**src/rtl/alu_issue_scheduler_if.sv**
```systemverilog
// Dispatch, wakeup and issue-side signal bundle for the ALU issue scheduler.
// The scheduler binds to the slave modport; the driving environment uses master.
interface alu_issue_scheduler_if #(
  parameter int DEPTH              = 4,
  parameter int XLEN               = 64,
  parameter int PHY_REG_ADDR_WIDTH = 6,
  parameter int ROB_INDEX_WIDTH    = 4
);
  localparam int CW = $clog2(DEPTH + 1);

  logic                          enq_valid_i;
  logic                          enq_ready_o;
  logic [2:0]                    enq_func_i;
  logic                          enq_mod_i;
  logic                          enq_half_i;
  logic                          enq_rs1_ready_i;
  logic                          enq_rs2_ready_i;
  logic [PHY_REG_ADDR_WIDTH-1:0] enq_rs1_tag_i;
  logic [PHY_REG_ADDR_WIDTH-1:0] enq_rs2_tag_i;
  logic [XLEN-1:0]               enq_rs1_data_i;
  logic [XLEN-1:0]               enq_rs2_data_i;
  logic [PHY_REG_ADDR_WIDTH-1:0] enq_rd_i;
  logic [ROB_INDEX_WIDTH-1:0]    enq_rob_i;

  logic                          wb_valid_i;
  logic [PHY_REG_ADDR_WIDTH-1:0] wb_tag_i;
  logic [XLEN-1:0]               wb_data_i;

  logic                          alu_ready_i;
  logic                          issue_valid_o;
  logic [XLEN-1:0]               issue_a_o;
  logic [XLEN-1:0]               issue_b_o;
  logic [2:0]                    issue_func_o;
  logic                          issue_mod_o;
  logic                          issue_half_o;
  logic [PHY_REG_ADDR_WIDTH-1:0] issue_rd_o;
  logic [ROB_INDEX_WIDTH-1:0]    issue_rob_o;
  logic [CW-1:0]                 count_o;

  modport slave (
    input  enq_valid_i, enq_func_i, enq_mod_i, enq_half_i,
           enq_rs1_ready_i, enq_rs2_ready_i, enq_rs1_tag_i, enq_rs2_tag_i,
           enq_rs1_data_i, enq_rs2_data_i, enq_rd_i, enq_rob_i,
           wb_valid_i, wb_tag_i, wb_data_i, alu_ready_i,
    output enq_ready_o, issue_valid_o, issue_a_o, issue_b_o, issue_func_o,
           issue_mod_o, issue_half_o, issue_rd_o, issue_rob_o, count_o
  );

  modport master (
    output enq_valid_i, enq_func_i, enq_mod_i, enq_half_i,
           enq_rs1_ready_i, enq_rs2_ready_i, enq_rs1_tag_i, enq_rs2_tag_i,
           enq_rs1_data_i, enq_rs2_data_i, enq_rd_i, enq_rob_i,
           wb_valid_i, wb_tag_i, wb_data_i, alu_ready_i,
    input  enq_ready_o, issue_valid_o, issue_a_o, issue_b_o, issue_func_o,
           issue_mod_o, issue_half_o, issue_rd_o, issue_rob_o, count_o
  );
endinterface

```
**src/rtl/alu_issue_scheduler.sv**
```systemverilog
// Age-ordered collapsing reservation station feeding the two-stage ALU through
// a registered issue slot; operands are captured from the writeback wakeup bus.
module alu_issue_scheduler #(
  parameter int DEPTH              = 4,
  parameter int XLEN               = 64,
  parameter int PHY_REG_ADDR_WIDTH = 6,
  parameter int ROB_INDEX_WIDTH    = 4
) (
  input  logic                 clk,
  input  logic                 rstn,
  input  logic                 flush,
  alu_issue_scheduler_if.slave bus
);
  localparam int CW = $clog2(DEPTH + 1);
  localparam int IW = $clog2(DEPTH);

  typedef struct packed {
    logic [2:0]                    func;
    logic                          mod;
    logic                          half;
    logic                          rs1_rdy;
    logic                          rs2_rdy;
    logic [PHY_REG_ADDR_WIDTH-1:0] rs1_tag;
    logic [PHY_REG_ADDR_WIDTH-1:0] rs2_tag;
    logic [XLEN-1:0]               rs1_data;
    logic [XLEN-1:0]               rs2_data;
    logic [PHY_REG_ADDR_WIDTH-1:0] rd;
    logic [ROB_INDEX_WIDTH-1:0]    rob;
  } entry_t;

  entry_t                        ent_r   [DEPTH];
  entry_t                        woke_s  [DEPTH];
  entry_t                        nxt_s   [DEPTH];
  entry_t                        enq_ent_s;
  logic [CW-1:0]                 count_r;
  logic [CW-1:0]                 count_nxt_s;
  logic                          slot_free_s;
  logic                          found_s;
  logic                          deq_s;
  logic                          enq_fire_s;
  logic [IW-1:0]                 sel_idx_s;
  logic [IW-1:0]                 enq_idx_s;

  logic                          issue_valid_r;
  logic [XLEN-1:0]               issue_a_r;
  logic [XLEN-1:0]               issue_b_r;
  logic [2:0]                    issue_func_r;
  logic                          issue_mod_r;
  logic                          issue_half_r;
  logic [PHY_REG_ADDR_WIDTH-1:0] issue_rd_r;
  logic [ROB_INDEX_WIDTH-1:0]    issue_rob_r;

  // Handshake qualifiers; enqueue readiness looks only at the registered count.
  always_comb begin
    slot_free_s = !issue_valid_r || bus.alu_ready_i;
    deq_s       = slot_free_s && found_s;
    enq_fire_s  = bus.enq_valid_i && (count_r < CW'(DEPTH));
    enq_idx_s   = IW'(count_r - CW'(deq_s));
    count_nxt_s = count_r + CW'(enq_fire_s) - CW'(deq_s);
  end

  // Oldest valid entry with both operands ready; scanned young-to-old so the lowest index wins.
  always_comb begin
    found_s   = 1'b0;
    sel_idx_s = '0;
    for (int i = DEPTH - 1; i >= 0; i--) begin
      if ((i < int'(count_r)) && ent_r[i].rs1_rdy && ent_r[i].rs2_rdy) begin
        found_s   = 1'b1;
        sel_idx_s = IW'(i);
      end else begin
      end
    end
  end

  // Incoming op, picking up a same-cycle broadcast for any source not yet ready.
  always_comb begin
    enq_ent_s.func     = bus.enq_func_i;
    enq_ent_s.mod      = bus.enq_mod_i;
    enq_ent_s.half     = bus.enq_half_i;
    enq_ent_s.rs1_tag  = bus.enq_rs1_tag_i;
    enq_ent_s.rs2_tag  = bus.enq_rs2_tag_i;
    enq_ent_s.rd       = bus.enq_rd_i;
    enq_ent_s.rob      = bus.enq_rob_i;
    enq_ent_s.rs1_rdy  = bus.enq_rs1_ready_i;
    enq_ent_s.rs1_data = bus.enq_rs1_data_i;
    enq_ent_s.rs2_rdy  = bus.enq_rs2_ready_i;
    enq_ent_s.rs2_data = bus.enq_rs2_data_i;
    if (!bus.enq_rs1_ready_i && bus.wb_valid_i && (bus.wb_tag_i == bus.enq_rs1_tag_i)) begin
      enq_ent_s.rs1_rdy  = 1'b1;
      enq_ent_s.rs1_data = bus.wb_data_i;
    end else begin
    end
    if (!bus.enq_rs2_ready_i && bus.wb_valid_i && (bus.wb_tag_i == bus.enq_rs2_tag_i)) begin
      enq_ent_s.rs2_rdy  = 1'b1;
      enq_ent_s.rs2_data = bus.wb_data_i;
    end else begin
    end
  end

  // Next queue image: wakeup, then collapse over the removed entry, then append behind the survivors.
  always_comb begin
    for (int i = 0; i < DEPTH; i++) begin
      woke_s[i] = ent_r[i];
      if (bus.wb_valid_i && !ent_r[i].rs1_rdy && (ent_r[i].rs1_tag == bus.wb_tag_i)) begin
        woke_s[i].rs1_rdy  = 1'b1;
        woke_s[i].rs1_data = bus.wb_data_i;
      end else begin
      end
      if (bus.wb_valid_i && !ent_r[i].rs2_rdy && (ent_r[i].rs2_tag == bus.wb_tag_i)) begin
        woke_s[i].rs2_rdy  = 1'b1;
        woke_s[i].rs2_data = bus.wb_data_i;
      end else begin
      end
    end
    // The top slot wraps to entry 0 on a collapse; it lies beyond the new count and is never read.
    for (int i = 0; i < DEPTH; i++) begin
      if (deq_s && (i >= int'(sel_idx_s))) begin
        nxt_s[i] = woke_s[(i + 1) % DEPTH];
      end else begin
        nxt_s[i] = woke_s[i];
      end
    end
    if (enq_fire_s) begin
      nxt_s[enq_idx_s] = enq_ent_s;
    end else begin
    end
  end

  // Queue contents, occupancy and the issue slot; reset and flush clear everything.
  always_ff @(posedge clk) begin
    if (!rstn || flush) begin
      count_r       <= '0;
      issue_valid_r <= 1'b0;
      issue_a_r     <= '0;
      issue_b_r     <= '0;
      issue_func_r  <= 3'b000;
      issue_mod_r   <= 1'b0;
      issue_half_r  <= 1'b0;
      issue_rd_r    <= '0;
      issue_rob_r   <= '0;
      for (int i = 0; i < DEPTH; i++) begin
        ent_r[i] <= '0;
      end
    end else begin
      count_r <= count_nxt_s;
      for (int i = 0; i < DEPTH; i++) begin
        ent_r[i] <= nxt_s[i];
      end
      if (slot_free_s) begin
        issue_valid_r <= found_s;
        if (found_s) begin
          issue_a_r    <= ent_r[sel_idx_s].rs1_data;
          issue_b_r    <= ent_r[sel_idx_s].rs2_data;
          issue_func_r <= ent_r[sel_idx_s].func;
          issue_mod_r  <= ent_r[sel_idx_s].mod;
          issue_half_r <= ent_r[sel_idx_s].half;
          issue_rd_r   <= ent_r[sel_idx_s].rd;
          issue_rob_r  <= ent_r[sel_idx_s].rob;
        end else begin
        end
      end else begin
      end
    end
  end

  assign bus.enq_ready_o   = (count_r < CW'(DEPTH));
  assign bus.count_o       = count_r;
  assign bus.issue_valid_o = issue_valid_r;
  assign bus.issue_a_o     = issue_a_r;
  assign bus.issue_b_o     = issue_b_r;
  assign bus.issue_func_o  = issue_func_r;
  assign bus.issue_mod_o   = issue_mod_r;
  assign bus.issue_half_o  = issue_half_r;
  assign bus.issue_rd_o    = issue_rd_r;
  assign bus.issue_rob_o   = issue_rob_r;
endmodule

```
**src/flat_wrapper.sv**
```systemverilog
// flat-port wrapper written by rule: the top's interface ports become plain ports
module alu_issue_scheduler_flat 
#(
  parameter int DEPTH              = 4,
  parameter int XLEN               = 64,
  parameter int PHY_REG_ADDR_WIDTH = 6,
  parameter int ROB_INDEX_WIDTH    = 4
)
  (clk, rstn, flush, bus_enq_valid_i, bus_enq_func_i, bus_enq_mod_i, bus_enq_half_i, bus_enq_rs1_ready_i, bus_enq_rs2_ready_i, bus_enq_rs1_tag_i, bus_enq_rs2_tag_i, bus_enq_rs1_data_i, bus_enq_rs2_data_i, bus_enq_rd_i, bus_enq_rob_i, bus_wb_valid_i, bus_wb_tag_i, bus_wb_data_i, bus_alu_ready_i, bus_enq_ready_o, bus_issue_valid_o, bus_issue_a_o, bus_issue_b_o, bus_issue_func_o, bus_issue_mod_o, bus_issue_half_o, bus_issue_rd_o, bus_issue_rob_o, bus_count_o);
  alu_issue_scheduler_if #(.DEPTH(DEPTH), .XLEN(XLEN), .PHY_REG_ADDR_WIDTH(PHY_REG_ADDR_WIDTH), .ROB_INDEX_WIDTH(ROB_INDEX_WIDTH)) bus_i ();
  input  logic clk;
  input  logic rstn;
  input  logic flush;
  input wire logic [$bits(bus_i.enq_valid_i)-1:0] bus_enq_valid_i;
  input wire logic [$bits(bus_i.enq_func_i)-1:0] bus_enq_func_i;
  input wire logic [$bits(bus_i.enq_mod_i)-1:0] bus_enq_mod_i;
  input wire logic [$bits(bus_i.enq_half_i)-1:0] bus_enq_half_i;
  input wire logic [$bits(bus_i.enq_rs1_ready_i)-1:0] bus_enq_rs1_ready_i;
  input wire logic [$bits(bus_i.enq_rs2_ready_i)-1:0] bus_enq_rs2_ready_i;
  input wire logic [$bits(bus_i.enq_rs1_tag_i)-1:0] bus_enq_rs1_tag_i;
  input wire logic [$bits(bus_i.enq_rs2_tag_i)-1:0] bus_enq_rs2_tag_i;
  input wire logic [$bits(bus_i.enq_rs1_data_i)-1:0] bus_enq_rs1_data_i;
  input wire logic [$bits(bus_i.enq_rs2_data_i)-1:0] bus_enq_rs2_data_i;
  input wire logic [$bits(bus_i.enq_rd_i)-1:0] bus_enq_rd_i;
  input wire logic [$bits(bus_i.enq_rob_i)-1:0] bus_enq_rob_i;
  input wire logic [$bits(bus_i.wb_valid_i)-1:0] bus_wb_valid_i;
  input wire logic [$bits(bus_i.wb_tag_i)-1:0] bus_wb_tag_i;
  input wire logic [$bits(bus_i.wb_data_i)-1:0] bus_wb_data_i;
  input wire logic [$bits(bus_i.alu_ready_i)-1:0] bus_alu_ready_i;
  output wire logic [$bits(bus_i.enq_ready_o)-1:0] bus_enq_ready_o;
  output wire logic [$bits(bus_i.issue_valid_o)-1:0] bus_issue_valid_o;
  output wire logic [$bits(bus_i.issue_a_o)-1:0] bus_issue_a_o;
  output wire logic [$bits(bus_i.issue_b_o)-1:0] bus_issue_b_o;
  output wire logic [$bits(bus_i.issue_func_o)-1:0] bus_issue_func_o;
  output wire logic [$bits(bus_i.issue_mod_o)-1:0] bus_issue_mod_o;
  output wire logic [$bits(bus_i.issue_half_o)-1:0] bus_issue_half_o;
  output wire logic [$bits(bus_i.issue_rd_o)-1:0] bus_issue_rd_o;
  output wire logic [$bits(bus_i.issue_rob_o)-1:0] bus_issue_rob_o;
  output wire logic [$bits(bus_i.count_o)-1:0] bus_count_o;
  assign bus_i.enq_valid_i = bus_enq_valid_i;
  assign bus_i.enq_func_i = bus_enq_func_i;
  assign bus_i.enq_mod_i = bus_enq_mod_i;
  assign bus_i.enq_half_i = bus_enq_half_i;
  assign bus_i.enq_rs1_ready_i = bus_enq_rs1_ready_i;
  assign bus_i.enq_rs2_ready_i = bus_enq_rs2_ready_i;
  assign bus_i.enq_rs1_tag_i = bus_enq_rs1_tag_i;
  assign bus_i.enq_rs2_tag_i = bus_enq_rs2_tag_i;
  assign bus_i.enq_rs1_data_i = bus_enq_rs1_data_i;
  assign bus_i.enq_rs2_data_i = bus_enq_rs2_data_i;
  assign bus_i.enq_rd_i = bus_enq_rd_i;
  assign bus_i.enq_rob_i = bus_enq_rob_i;
  assign bus_i.wb_valid_i = bus_wb_valid_i;
  assign bus_i.wb_tag_i = bus_wb_tag_i;
  assign bus_i.wb_data_i = bus_wb_data_i;
  assign bus_i.alu_ready_i = bus_alu_ready_i;
  assign bus_enq_ready_o = bus_i.enq_ready_o;
  assign bus_issue_valid_o = bus_i.issue_valid_o;
  assign bus_issue_a_o = bus_i.issue_a_o;
  assign bus_issue_b_o = bus_i.issue_b_o;
  assign bus_issue_func_o = bus_i.issue_func_o;
  assign bus_issue_mod_o = bus_i.issue_mod_o;
  assign bus_issue_half_o = bus_i.issue_half_o;
  assign bus_issue_rd_o = bus_i.issue_rd_o;
  assign bus_issue_rob_o = bus_i.issue_rob_o;
  assign bus_count_o = bus_i.count_o;
  alu_issue_scheduler #(.DEPTH(DEPTH), .XLEN(XLEN), .PHY_REG_ADDR_WIDTH(PHY_REG_ADDR_WIDTH), .ROB_INDEX_WIDTH(ROB_INDEX_WIDTH)) u_core (.clk(clk), .rstn(rstn), .flush(flush), .bus(bus_i));
endmodule
```
**config.mk**
```make
export PLATFORM = sky130hd
export DESIGN_NAME = alu_issue_scheduler_flat
export DESIGN_NICKNAME = d
export VERILOG_FILES = /design/src/rtl/alu_issue_scheduler_if.sv /design/src/rtl/alu_issue_scheduler.sv /design/src/flat_wrapper.sv
export SDC_FILE = /design/constraint.sdc
export NUM_CORES = 2
export LEC_CHECK = 0
export CELL_PAD_IN_SITES_DETAIL_PLACEMENT = 1
export CELL_PAD_IN_SITES_GLOBAL_PLACEMENT = 1
export CORE_ASPECT_RATIO = 1.5
export CORE_MARGIN = 8
export CORE_UTILIZATION = 48
export CTS_BUF_LIST = sky130_fd_sc_hd__clkbuf_4 sky130_fd_sc_hd__clkbuf_8 sky130_fd_sc_hd__clkbuf_16
export DETAILED_ROUTE_END_ITERATION = 10
export PLACE_DENSITY = 0.89
export RECOVER_POWER = 50
export SYNTH_ARGS = -nofsm -noshare
export SYNTH_HDL_FRONTEND = slang
export SYNTH_SLANG_ARGS = --single-unit
export TNS_END_PERCENT = 100
```
**constraint.sdc**
```tcl
create_clock -name clk -period 6.5 [get_ports clk]
set_clock_uncertainty 0.1 [all_clocks]
set_input_delay 0.975 -clock clk [delete_from_list [all_inputs] [get_ports clk]]
set_output_delay 0.975 -clock clk [all_outputs]
set_load 0.005 [all_outputs]
```
# Word-level counts from Yosys, hierarchy flattened
# Memory sizes are Yosys's and may differ from the RTL's. A register that Yosys moved wholly into a read port is not among the register bits.
# Index checks and enable logic that the tools add are counted.
op_classes:
  n_bitwise: 5
  n_reduce_logical: 49
  magnitude_cmp: 10
  eq_ne: 10
  muxes: 43
  add_sub_neg: 3
op_table:
  columns: ["op", "count"]
  rows:
  - ["157-bit 2-to-1 mux", 9]
  - ["64-bit 2-to-1 mux", 10]
  - ["628-bit bitwise mux", 1]
  - ["628-bit 2-to-1 mux", 1]
  - ["157-bit demux with 2-bit select", 1]
  - ["6-bit == test", 10]
  - ["1-bit logical AND", 34]
  - ["1-bit 2-to-1 mux", 17]
  - ["1-bit logical NOT", 12]
  - ["2-bit 2-to-1 mux", 4]
  - ["1-bit by 3-bit less-than comparator with 1-bit output (first input constant)", 2]
  - ["2-bit by 3-bit less-than comparator with 1-bit output (first input constant)", 2]
  - ["1-bit by 2-bit greater-or-equal comparator with 1-bit output (first input constant)", 2]
  - ["1-bit OR", 4]
  - ["3-bit by 1-bit adder with 3-bit output", 1]
  - ["3-bit greater-or-equal comparator (second input constant)", 1]
  - ["3-bit by 1-bit less-than comparator with 1-bit output (second input constant)", 1]
  - ["3-bit less-than comparator (second input constant)", 1]
  - ["2-bit NOT with 3-bit output", 1]
  - ["3-bit by 1-bit subtractor with 3-bit output", 1]
  - ["2-bit greater-or-equal comparator (first input constant)", 1]
  - ["1-bit logical OR", 2]
  - ["2-bit AND reduction", 1]
  - ["2-bit by 1-bit subtractor with 2-bit output", 1]
word_totals:
  output_inout_bits: 148
  in_bits: 233
  word_cells: 123
  ram_bits: 628
  reg_bits: 4
  n_memories: 1
memory_table:
  columns: ["memory", "depth", "word_bits", "rd", "rd_clocked_by_memory_dff", "write_ports", "line_no", "source"]
  rows:
  - ["u_core.ent_r", 4, 157, 5, 1, 4, "alu_issue_scheduler.sv:31", "entry_t ent_r [DEPTH];"]

# Depth between registers and ports, before layout
logic_depth:
  ltp_word: 17
  depth_mapped: 20
  ltp_nobuf: 14

# Least setup slack after synthesis
# Ideal clock, no wire load.
synth_timing:
  kind: "input -> register"
  startpoint: "input port bus_alu_ready_i"
  endpoint: "memory u_core.ent_r[1][122] (netlist bit)"
  setup_time_ns: 0.059
  setup_slack_ns: 2.087
  cell_stages: 18
  t_arrival_ns: 4.253
  n_path_buf: 7
  required_time_ns: 6.341
  cell_sequence: "nand2b_1 > clkbuf_1 > o21ai_2 > inv_2 > buf_2 > clkbuf_1 > buf_2 > ha_1 > inv_1 > ha_1 > nor3b_1 > clkbuf_1 > nand2_1 > nor2_1 > buf_2 > clkbuf_1 > a22oi_1 > nand2_1"
synth_lines:
  columns: ["item", "line_no", "source"]
  rows:
  - ["start: declaration", "flat_wrapper.sv:29", "input wire logic [$bits(bus_i.alu_ready_i)-1:0] bus_alu_ready_i;"]
  - ["end: declaration", "alu_issue_scheduler.sv:31", null]

==> flow_summary.toml <==
[setup_path]
start_kind = "flop"
crit_path_top_delay_cell = "clkbuf_2"
arrival_ns = 6.49
setup.worst_path.end_class = "flop"
crit_fanout = 70
critPathKind = "flop to flop"
cpPeakStageDelay_ns = 1.55
worstPathCellList = "inv_1 -> ha_1 -> nand3b_1 -> o21ai_0 -> o21ai_0 -> clkbuf_2 -> clkbuf_2 -> nor3_1 -> nand2_1 -> a22oi_1"
r2r_end = "u_core.ent_r[3][122]"
r2r_cells = 10
cp_data_required_time_ns = 6.97
r2r_start = "u_core.bus.count_o[2]"
reg2reg_slack_ns = 0.47

[placed_design]
numPortBuffers = 380
gp_congestion = 0.907
dp_hpwl_mm = 134

[cells_and_area]
drive_above_1_share_pct = 8.88
area_growth_syn_to_layout_pct = 15.0
nNetsFinal = 5651
layout_common_cells = "dfxtp_1, nand2_1, a21oi_1, o221ai_1, clkdlybuf4s50_1"
layout_commonest_cell = "dfxtp_1"

[clock_network]
cts_setup_buffers = 0
cts_tree = "done"
cts.sinks = 775
cts_resized = 0
cts_hold_buffers = 0
clkTransAtPathRegs_ns = 0.07
cts_buffers = 82
cts-root-buf = "clkbuf_16"
worstSkewPairLatency_ns = 0.71
cts_htree_levels = 3
cts_buffer_depth = 3

[logic_synthesis]
syn_area_per_cell_sq_um = 8.13
syn-cell-area_sq_um = 45000
netlist_instances = 5533
synthArstFlopShare_pct = 0
ys_warn_count = 0
synth_ff_type = "dfxtp_1"
synth_enable_flop_cells = 0
ys_ff_latch = 775
synth_cell_types = 68
synth_nets = 5772
yosysSeqAreaShare_pct = 34.5

[run]
drv_cap = 6

[routing]
vias = 53600
ant_nets = 0
first_pass_iters = 6
vias_per_cell = 7.94
route.detailed.drc = 0
routed_wl_mm = 231
wl_per_cell_microns = 34.2
drtIter0Drc = 7718

[timing]
finalSetupViolCount = 0
fmax_mhz = 166
setup_tns_ns = 0
slew_violations = 392
grt_setup_unrepaired = "no"
relSlewSlack_pct = -125
finalCritPeriodShare_pct = 92.7
worstMarginPinSlew_ns = 3.37
period_needed_ns = 6.03
final_hold_viol_count = 0

[hold_path]
hold_depth = 2
min_to = "u_core.bus.issue_b_o[53]"
holdCritPathClass = "flop to flop"
hold_start = "u_core.ent_r[1][63]"

[global_route]
grt-ovfl-total = 0
met3_usage_pct = 14.3
grt_pass1_vias = 55300
antenna_found_initial = 46
grt.met2_usage_pct = 63.8
grt_util_all_layers_pct = 42.1
grt_pass1_wl_mm = 342
grt_max_degree = 214
use_met1_pct = 47.2
top_usage_layer = "met2"

[run_status]
violations = "max-capacitance violations, max-slew violations"
status = "finished with violations"

[die]
die_x_microns = 266
die-area_sq_um = 104000
dieHeight_microns = 391
num_rows = 137
pin_count = 381
initial_core_util_pct = 48.4
coreArea_sq_um = 92900

[power_and_ir_drop]
power.total_uw = 10700
power.density_nw_per_um2 = 208
peakVddDrop_v = 0.000200
p_leak_uw = 0.0189
[per-stage QoR]
| step | setup WS [ns] | instance area, sq um | hold WS, ns | instances | utilization (%) |
|---|---|---|---|---|---|
| after floorplan | 2.09 | 45000 | 0.360 | 5533 | - |
| after global placement | 1.10 | 49100 | 0.373 | 6579 | 52.9 |
| after detailed placement | 0.914 | 49100 | 0.386 | 6579 | 52.9 |
| after CTS | 1.17 | 51800 | 0.392 | 6721 | 55.7 |
| after global routing | 0.502 | 51700 | 0.411 | 6734 | 55.6 |
| final | 0.472 | 51700 | 0.393 | 6750 | 55.7 |
[cells by family after synthesis]
family                   Yosys count  share of synthesized area [%]
multiplexers                     286                           6.82
buffers and inverters            715                           6.36
XOR/XNOR                          61                           1.19
adder cells (fa/ha/maj)            6                          0.184
flip-flops                       775                           34.5
AO/OA/AOI/OAI                   2121                           35.1
AND/OR/NAND/NOR                 1569                           15.9
[worst max-delay path: cells and delay by family (launching register included)]
kind	cells	cell delay [ns]
AOI/OAI and AO/OA	3	0.92
adders and majority gates	1	0.30
DFF	1	0.38
buffers and inverters	3	3.16
and+or+nand+nor	3	0.90
[power breakdown]
| group | switching [uW] | internal [uW] | total, uW |
|---|---|---|---|
| Sequential | 73.2 | 4820 | 4890 |
| Clock | 2190 | 2700 | 4890 |
| Combinational | 641 | 328 | 968 |
[state kept, by name, summed over array words and instances, names as in the netlist]
name	count
u_core.ent_r	628
u_core.bus.issue_a_o	64
u_core.bus.issue_b_o	64
u_core.bus.issue_rd_o	6
u_core.bus.issue_rob_o	4
u_core.bus.count_o	3
u_core.bus.issue_func_o	3
u_core.bus.issue_half_o	1
u_core.bus.issue_mod_o	1
u_core.bus.issue_valid_o	1
[cells in the mapped netlist (all sizes together) (21+ instances only)]
master,instances,area [sq um]
a22oi,221,1660
clkbuf,570,2140
nand3,227,1140
o21ai,120,608
buf,127,653
a21oi,299,1500
nand2,711,2670
a211o,24,210
and3,100,656
nor3,121,606
o22a,21,184
or3,156,976
a2bb2oi,41,365
mux2,154,1730
a31oi,144,901
a21o,69,518
o221ai,280,2450
mux2i,132,1330
a311oi,149,1310
dfxtp,775,15500
xnor2,49,429
a221oi,137,1200
o21a,128,961
a21boi,91,683
o311ai,169,1480
nor2,202,761
o21bai,28,210
o22ai,117,732
a211oi,35,268
[area by class of cell]
type                    instances  area [sq um]
diodes                         29          72.6
clock buffers                 115          2400
clock inverters                27           255
fillers                     10900         41200
inverters                      18          75.1
multi-input cells            4043         27000
flip-flops and latches        775         15500
well taps                    1251          1570
repair buffers                492          4820
[routing by layer]
layer  routed length [microns]  vias to the layer above
met4                     21100                       40
met5                       237                        -
met1                     79500                    26100
met2                     99800                     4692
met3                     30100                     1581
li1                          -                    21200
[worst max path at each step]
stage / from / to / slack, ns / cells past startpoint
finish: u_core.bus.count_o[2] / u_core.ent_r[3][122] / 0.47 / 10
global route: u_core.bus.count_o[1] / u_core.ent_r[3][109] / 0.50 / 10
CTS: u_core.bus.count_o[2] / u_core.ent_r[1][109] / 1.17 / 14
detailed placement: bus_alu_ready_i / u_core.ent_r[1][109] / 0.91 / 12
global placement: bus_alu_ready_i / u_core.ent_r[1][130] / 1.10 / 12
floorplan: bus_alu_ready_i / u_core.ent_r[1][122] / 2.09 / 18
(Power assumes the default switching activity.)
